[src/rtl/conv1_spike_fifo.sv]
// Elastic buffer from conv layer 1 spike emits to the next layer's AER input.
// Filters zero and repeated words, spaces events with a zero gap, and counts losses.
module conv1_spike_fifo #(
    parameter int DEPTH_W     = 4,
    parameter int ACK_TIMEOUT = 8
) (
    input  logic               work_clk,
    input  logic               rst_n,
    input  logic [17:0]        spike_i,
    input  logic               spike_emit_i,
    input  logic               next_req_i,
    output logic [17:0]        aer_o,
    output logic [DEPTH_W:0]   fifo_count,
    output logic               empty,
    output logic               full,
    output logic [7:0]         drop_cnt,
    output logic [7:0]         dup_cnt,
    output logic [7:0]         stall_cnt,
    output logic [1:0]         rd_state
);

    // Handshake: the consumer holds next_req_i=1 while idle. A nonzero change on
    // aer_o is a new event; the consumer takes it by dropping next_req_i to 0 and
    // finishes by raising it again. aer_o returns to 0 before the next event.

    localparam int DEPTH = 1 << DEPTH_W;
    localparam logic [DEPTH_W:0] FULL_COUNT = (DEPTH_W + 1)'(DEPTH);
    localparam int TW = (ACK_TIMEOUT > 1) ? $clog2(ACK_TIMEOUT) : 1;
    localparam logic [TW-1:0] TIMER_LAST = TW'(ACK_TIMEOUT - 1);

    localparam logic [1:0] IDLE    = 2'd0;
    localparam logic [1:0] PRESENT = 2'd1;
    localparam logic [1:0] BUSY    = 2'd2;
    localparam logic [1:0] GAP     = 2'd3;

    logic [17:0]        mem [DEPTH];
    logic [DEPTH_W-1:0] wr_ptr;
    logic [DEPTH_W-1:0] rd_ptr;
    logic [17:0]        head;
    logic [17:0]        last_sent;
    logic [1:0]         state;
    logic [TW-1:0]      timer;
    logic               push;
    logic               pop;
    logic               drop;
    logic [DEPTH_W:0]   count_nxt;

    function automatic logic [7:0] sat_inc(input logic [7:0] v);
        return (v == 8'hFF) ? v : v + 8'd1;
    endfunction

    assign head     = mem[rd_ptr];
    // full is the registered pre-edge value, so a push while full is refused even
    // when the reader pops in the same cycle.
    assign push     = spike_emit_i && (spike_i != '0) && !full;
    assign drop     = spike_emit_i && ((spike_i == '0) || full);
    assign pop      = (state == IDLE) && !empty && next_req_i;
    assign rd_state = state;

    always_comb begin
        count_nxt = fifo_count;
        if (push && !pop) begin
            count_nxt = fifo_count + 1'b1;
        end else if (pop && !push) begin
            count_nxt = fifo_count - 1'b1;
        end
    end

    always_ff @(posedge work_clk) begin
        if (push) begin
            mem[wr_ptr] <= spike_i;
        end
    end

    always_ff @(posedge work_clk or negedge rst_n) begin
        if (!rst_n) begin
            wr_ptr     <= '0;
            rd_ptr     <= '0;
            fifo_count <= '0;
            empty      <= 1'b1;
            full       <= 1'b0;
            drop_cnt   <= '0;
        end else begin
            if (push) begin
                wr_ptr <= wr_ptr + 1'b1;
            end
            if (pop) begin
                rd_ptr <= rd_ptr + 1'b1;
            end
            if (drop) begin
                drop_cnt <= sat_inc(drop_cnt);
            end
            fifo_count <= count_nxt;
            empty      <= (count_nxt == '0);
            full       <= (count_nxt == FULL_COUNT);
        end
    end

    always_ff @(posedge work_clk or negedge rst_n) begin
        if (!rst_n) begin
            state     <= IDLE;
            aer_o     <= '0;
            last_sent <= '0;
            timer     <= '0;
            dup_cnt   <= '0;
            stall_cnt <= '0;
        end else begin
            case (state)
                IDLE: begin
                    aer_o <= '0;
                    if (pop) begin
                        if (head == last_sent) begin
                            dup_cnt <= sat_inc(dup_cnt);
                        end else begin
                            aer_o     <= head;
                            last_sent <= head;
                            timer     <= '0;
                            state     <= PRESENT;
                        end
                    end
                end
                PRESENT: begin
                    if (!next_req_i) begin
                        state <= BUSY;
                    end else if (timer == TIMER_LAST) begin
                        // Consumer never took the event; abandon it.
                        stall_cnt <= sat_inc(stall_cnt);
                        aer_o     <= '0;
                        state     <= GAP;
                    end else begin
                        timer <= timer + 1'b1;
                    end
                end
                BUSY: begin
                    if (next_req_i) begin
                        aer_o <= '0;
                        state <= GAP;
                    end
                end
                default: begin
                    aer_o <= '0;
                    state <= IDLE;
                end
            endcase
        end
    end

endmodule

[config.mk]
export PLATFORM = sky130hd
export DESIGN_NAME = conv1_spike_fifo
export DESIGN_NICKNAME = d
export VERILOG_FILES = /design/src/rtl/conv1_spike_fifo.sv
export SDC_FILE = /design/constraint.sdc
export NUM_CORES = 1
export LEC_CHECK = 0
export ABC_AREA = 1
export CAP_MARGIN = 30
export CORE_MARGIN = 3
export CORE_UTILIZATION = 40
export DETAILED_ROUTE_END_ITERATION = 6
export PLACE_DENSITY_LB_ADDON = 0.08
export SYNTH_ARGS = -nofsm -noshare
export SYNTH_HDL_FRONTEND = slang
export SYNTH_SLANG_ARGS = --single-unit
[constraint.sdc]
create_clock -name work_clk -period 3 [get_ports work_clk]
set_clock_uncertainty 0.1 [all_clocks]
set_input_delay 0.75 -clock work_clk [delete_from_list [all_inputs] [get_ports work_clk]]
set_output_delay 0.75 -clock work_clk [all_outputs]
set_load 0.02 [all_outputs]
==> impl_metrics.py <==
metrics = {
    "outcome": {
        "outcome": "completed",
    },
    "critical_path": {
        "worstReg2RegStart": "rd_ptr[0]",
        "worstPathCellList": "clkinv_8, buf_12, buf_4, o21ai_1, nand3_1, nand3_2, nand2_1, nand2_1, nand2_1, nor2_1, nand2_1, nor2_4, nand3_4, buf_12, nand3_1, o21ai_0",
        "cp_top_family": "simple AND/OR/NAND/NOR gates",
        "cp_num_buf_inv": 4,
        "slowest_delay_ps": 540,
        "cp-end-kind": "flop",
        "path_common_cell": "nand2_1",
        "worstSetupStartpoint": "rd_ptr[0]",
        "critical_path_class": "flop to flop",
        "worstPathRequired_ps": 3300,
        "cp_max_fo": 20,
        "cp-start-kind": "flop",
        "crit_arrival_ps": 3130,
        "slowest_stage": "dfrtp_4",
    },
    "place": {
        "place_ws_ps": -341.3,
        "portBuffers": 72,
        "gp_congestion": 0.8263,
        "dp_hpwl_um": 30220,
        "dpl_cell_area_um2": 18360,
    },
    "logic_synthesis": {
        "ys_types": 38,
        "syn_nets": 1560,
        "synth-seq-cells": 368,
        "ys.warnings.count": 0,
        "synth_seq_area_share_pct": 66.54,
        "syn_area_per_cell_um2": 10.52,
        "synth.cell_area_um2": 16010,
        "syn_inst": 1522,
    },
    "route": {
        "first_pass_iters": 5,
        "drtIter0Drc": 976,
        "avgViaCountPerCell": 5.002,
        "drc_errors": 0,
        "wl_per_cell_um": 19.95,
        "ant_nets": 0,
        "num_vias": 11340,
        "routed_wl_um": 45220,
    },
    "final_layout": {
        "final_area_um2": 20070,
        "n_antenna_cell": 0,
        "area_growth_pct": 25.40,
        "fillers": 3587,
        "most-common-layout-cells": "nand2_1, edfxtp_1, nand3_1",
        "nNetsFinal": 1753,
        "layout_commonest_cell": "nand2_1",
        "drive_above_1_share_pct": 14.64,
    },
    "power": {
        "ir_drop_mv": 0.5436,
        "p_total_mw": 20.75,
        "powerDensity_nw_per_um2": 1034,
        "leakage_nw": 8.325,
    },
    "clock_tree": {
        "clock_latency_ps": 540,
        "htreeDepth": 2,
        "ctsHoldBuffers": 0,
        "cts_buffer_depth": 3,
        "clock-sinks": 368,
        "cts_tree": "done",
        "cts.clk_slew.worst_paths_ps": 60,
        "cts_root_buf": "clkbuf_16",
        "numCtsBuffers": 42,
    },
    "floorplanning": {
        "start_util_pct": 40.94,
        "rows": 72,
        "coreArea_um2": 39100,
        "die_h_um": 206.0,
        "die-area_um2": 42450,
        "io-pin-count": 73,
        "die_w_um": 206.0,
    },
    "min_path": {
        "hold_class": "primary input to async pin",
    },
    "global_route": {
        "grt_pass1_wl_um": 68170,
        "grt_max_degree": 53,
        "grt-ovfl-total": 0,
        "gr-usage-all-layers_pct": 21.33,
        "grt_pass1_vias": 11300,
        "antenna_found_initial": 0,
    },
    "timing": {
        "hold_ws_ps": 61.07,
        "slew_headroom_pct": 63.07,
        "worstMarginPinSlew_ps": 553.4,
        "timing.fmax_ghz": 0.3534,
        "hold_viol_final": 0,
        "worst_slack_ps": 170.4,
        "finalMaxSlewViolations": 0,
        "setup_viol": 0,
        "period_needed_ps": 2830,
        "fin_crit_sh_pct": 94.32,
    },
    "run": {
        "drv_cap": 0,
    },
}
[layout make-up]
class                      instances  area [um^2]  share of cell area [%]
tap                              518        648.1                   3.229
timing repair buffer             215         2146                   10.69
clock inverter                    22        282.8                   1.409
clock buffer                      56         1209                   6.021
sequential                       368        10660                   53.08
multi-input combinational        963         4651                   23.17
inverter                         125        481.7                   2.400
[kinds of logic (layout without fill, tap and decap cells)]
group	after synthesis	after routing	share of synthesized area, %
xor+xnor	28	28	1.532
fa+ha+maj	16	16	1.251
simple gates	792	792	20.79
flops	368	368	66.54
mux	1	1	0.07035
buf+inv	191	418	5.362
compound gates	126	126	4.448
[per-layer routing]
| metal | vias to the layer above | global-route usage, % | part of all wire (%) |
|---|---|---|---|
| met2 | 256 | 36.30 | 49 |
| li1 | 5535 | - | - |
| met5 | - | 0 | 0 |
| met4 | 0 | 6.352 | 2.7 |
| met1 | 5484 | 28.82 | 44 |
| met3 | 65 | 2.678 | 4.1 |
[through the flow]
stage / instances / util (%) / setup TNS (ps)
after floorplan: 1522 / - / 0
after global placement: 2184 / 46.92 / -45970
after detailed placement: 2185 / 46.96 / -54370
after CTS: 2263 / 50.78 / 0
after global routing: 2267 / 51.34 / -7.561
final: 2267 / 51.34 / 0
[power breakdown]
group | switching (mW) | total (mW) | internal, mW
clock network | 2.04 | 5.47 | 3.43
logic | 5.33 | 8.55 | 3.22
registers | 0.429 | 6.73 | 6.30
[repair_timing]
action / in CTS / in global routing
pin swaps: 0 / 3
gates resized for setup: 1 / 33
setup buffers: 0 / 1
endpoints found under the hold margin: 0 / 0
endpoints found under the setup margin: 21 / 49
gates cloned: 0 / 3
[cells in the mapped netlist (all sizes together)]
cell	number	area (um^2)
clkinv	2	7.510
a31oi	3	18.77
o211ai	26	195.2
nand2	417	1573
xnor2	5	43.79
nor3	7	40.04
o21a	1	7.510
o22ai	3	18.77
dfrtp	79	1977
buf	52	335.3
xor2	23	201.4
nor4	1	6.260
a21boi	1	7.510
edfxtp	288	8648
o21ai	84	420.4
a21oi	7	35.03
nor2	167	636.9
inv	123	461.7
ha	16	200.2
nand3	174	895.9
clkbuf	14	53.80
and2	2	12.51
o221ai	1	8.760
nand4	18	118.9
nand3b	6	45.04
dfstp	1	26.28
mux2	1	11.26
[worst register-to-register path, cell delays in order (launching register included)]
cell,delay [ps]
dfrtp_4,540
clkinv_8,130
buf_12,180
buf_4,190
o21ai_1,220
nand3_1,140
nand3_2,130
nand2_1,90
nand2_1,90
nand2_1,60
nor2_1,110
nand2_1,120
nor2_4,130
nand3_4,90
buf_12,150
nand3_1,140
o21ai_0,90
[final timing paths]
| kind | slack, ps | cells after the start | endpoint |
|---|---|---|---|
| setup / recovery | 170 | 16 | aer_o[6] |
| hold / removal | 60 | 1 | stall_cnt[7] |
| setup reg to reg | 170 | 16 | aer_o[6] |
| hold reg to reg | 380 | 2 | timer[1] |
| max in group asynchronous | 2040 | 2 | empty |
| min in group work_clk | 380 | 2 | timer[1] |
[sequential cells by signal, summed over array words and instances (netlist names), 5 cells and up]
name,cells
drop_cnt,8
dup_cnt,8
aer_o,18
last_sent,18
stall_cnt,8
mem,288
fifo_count,5
Note: power is estimated with default switching activity, not from simulation.
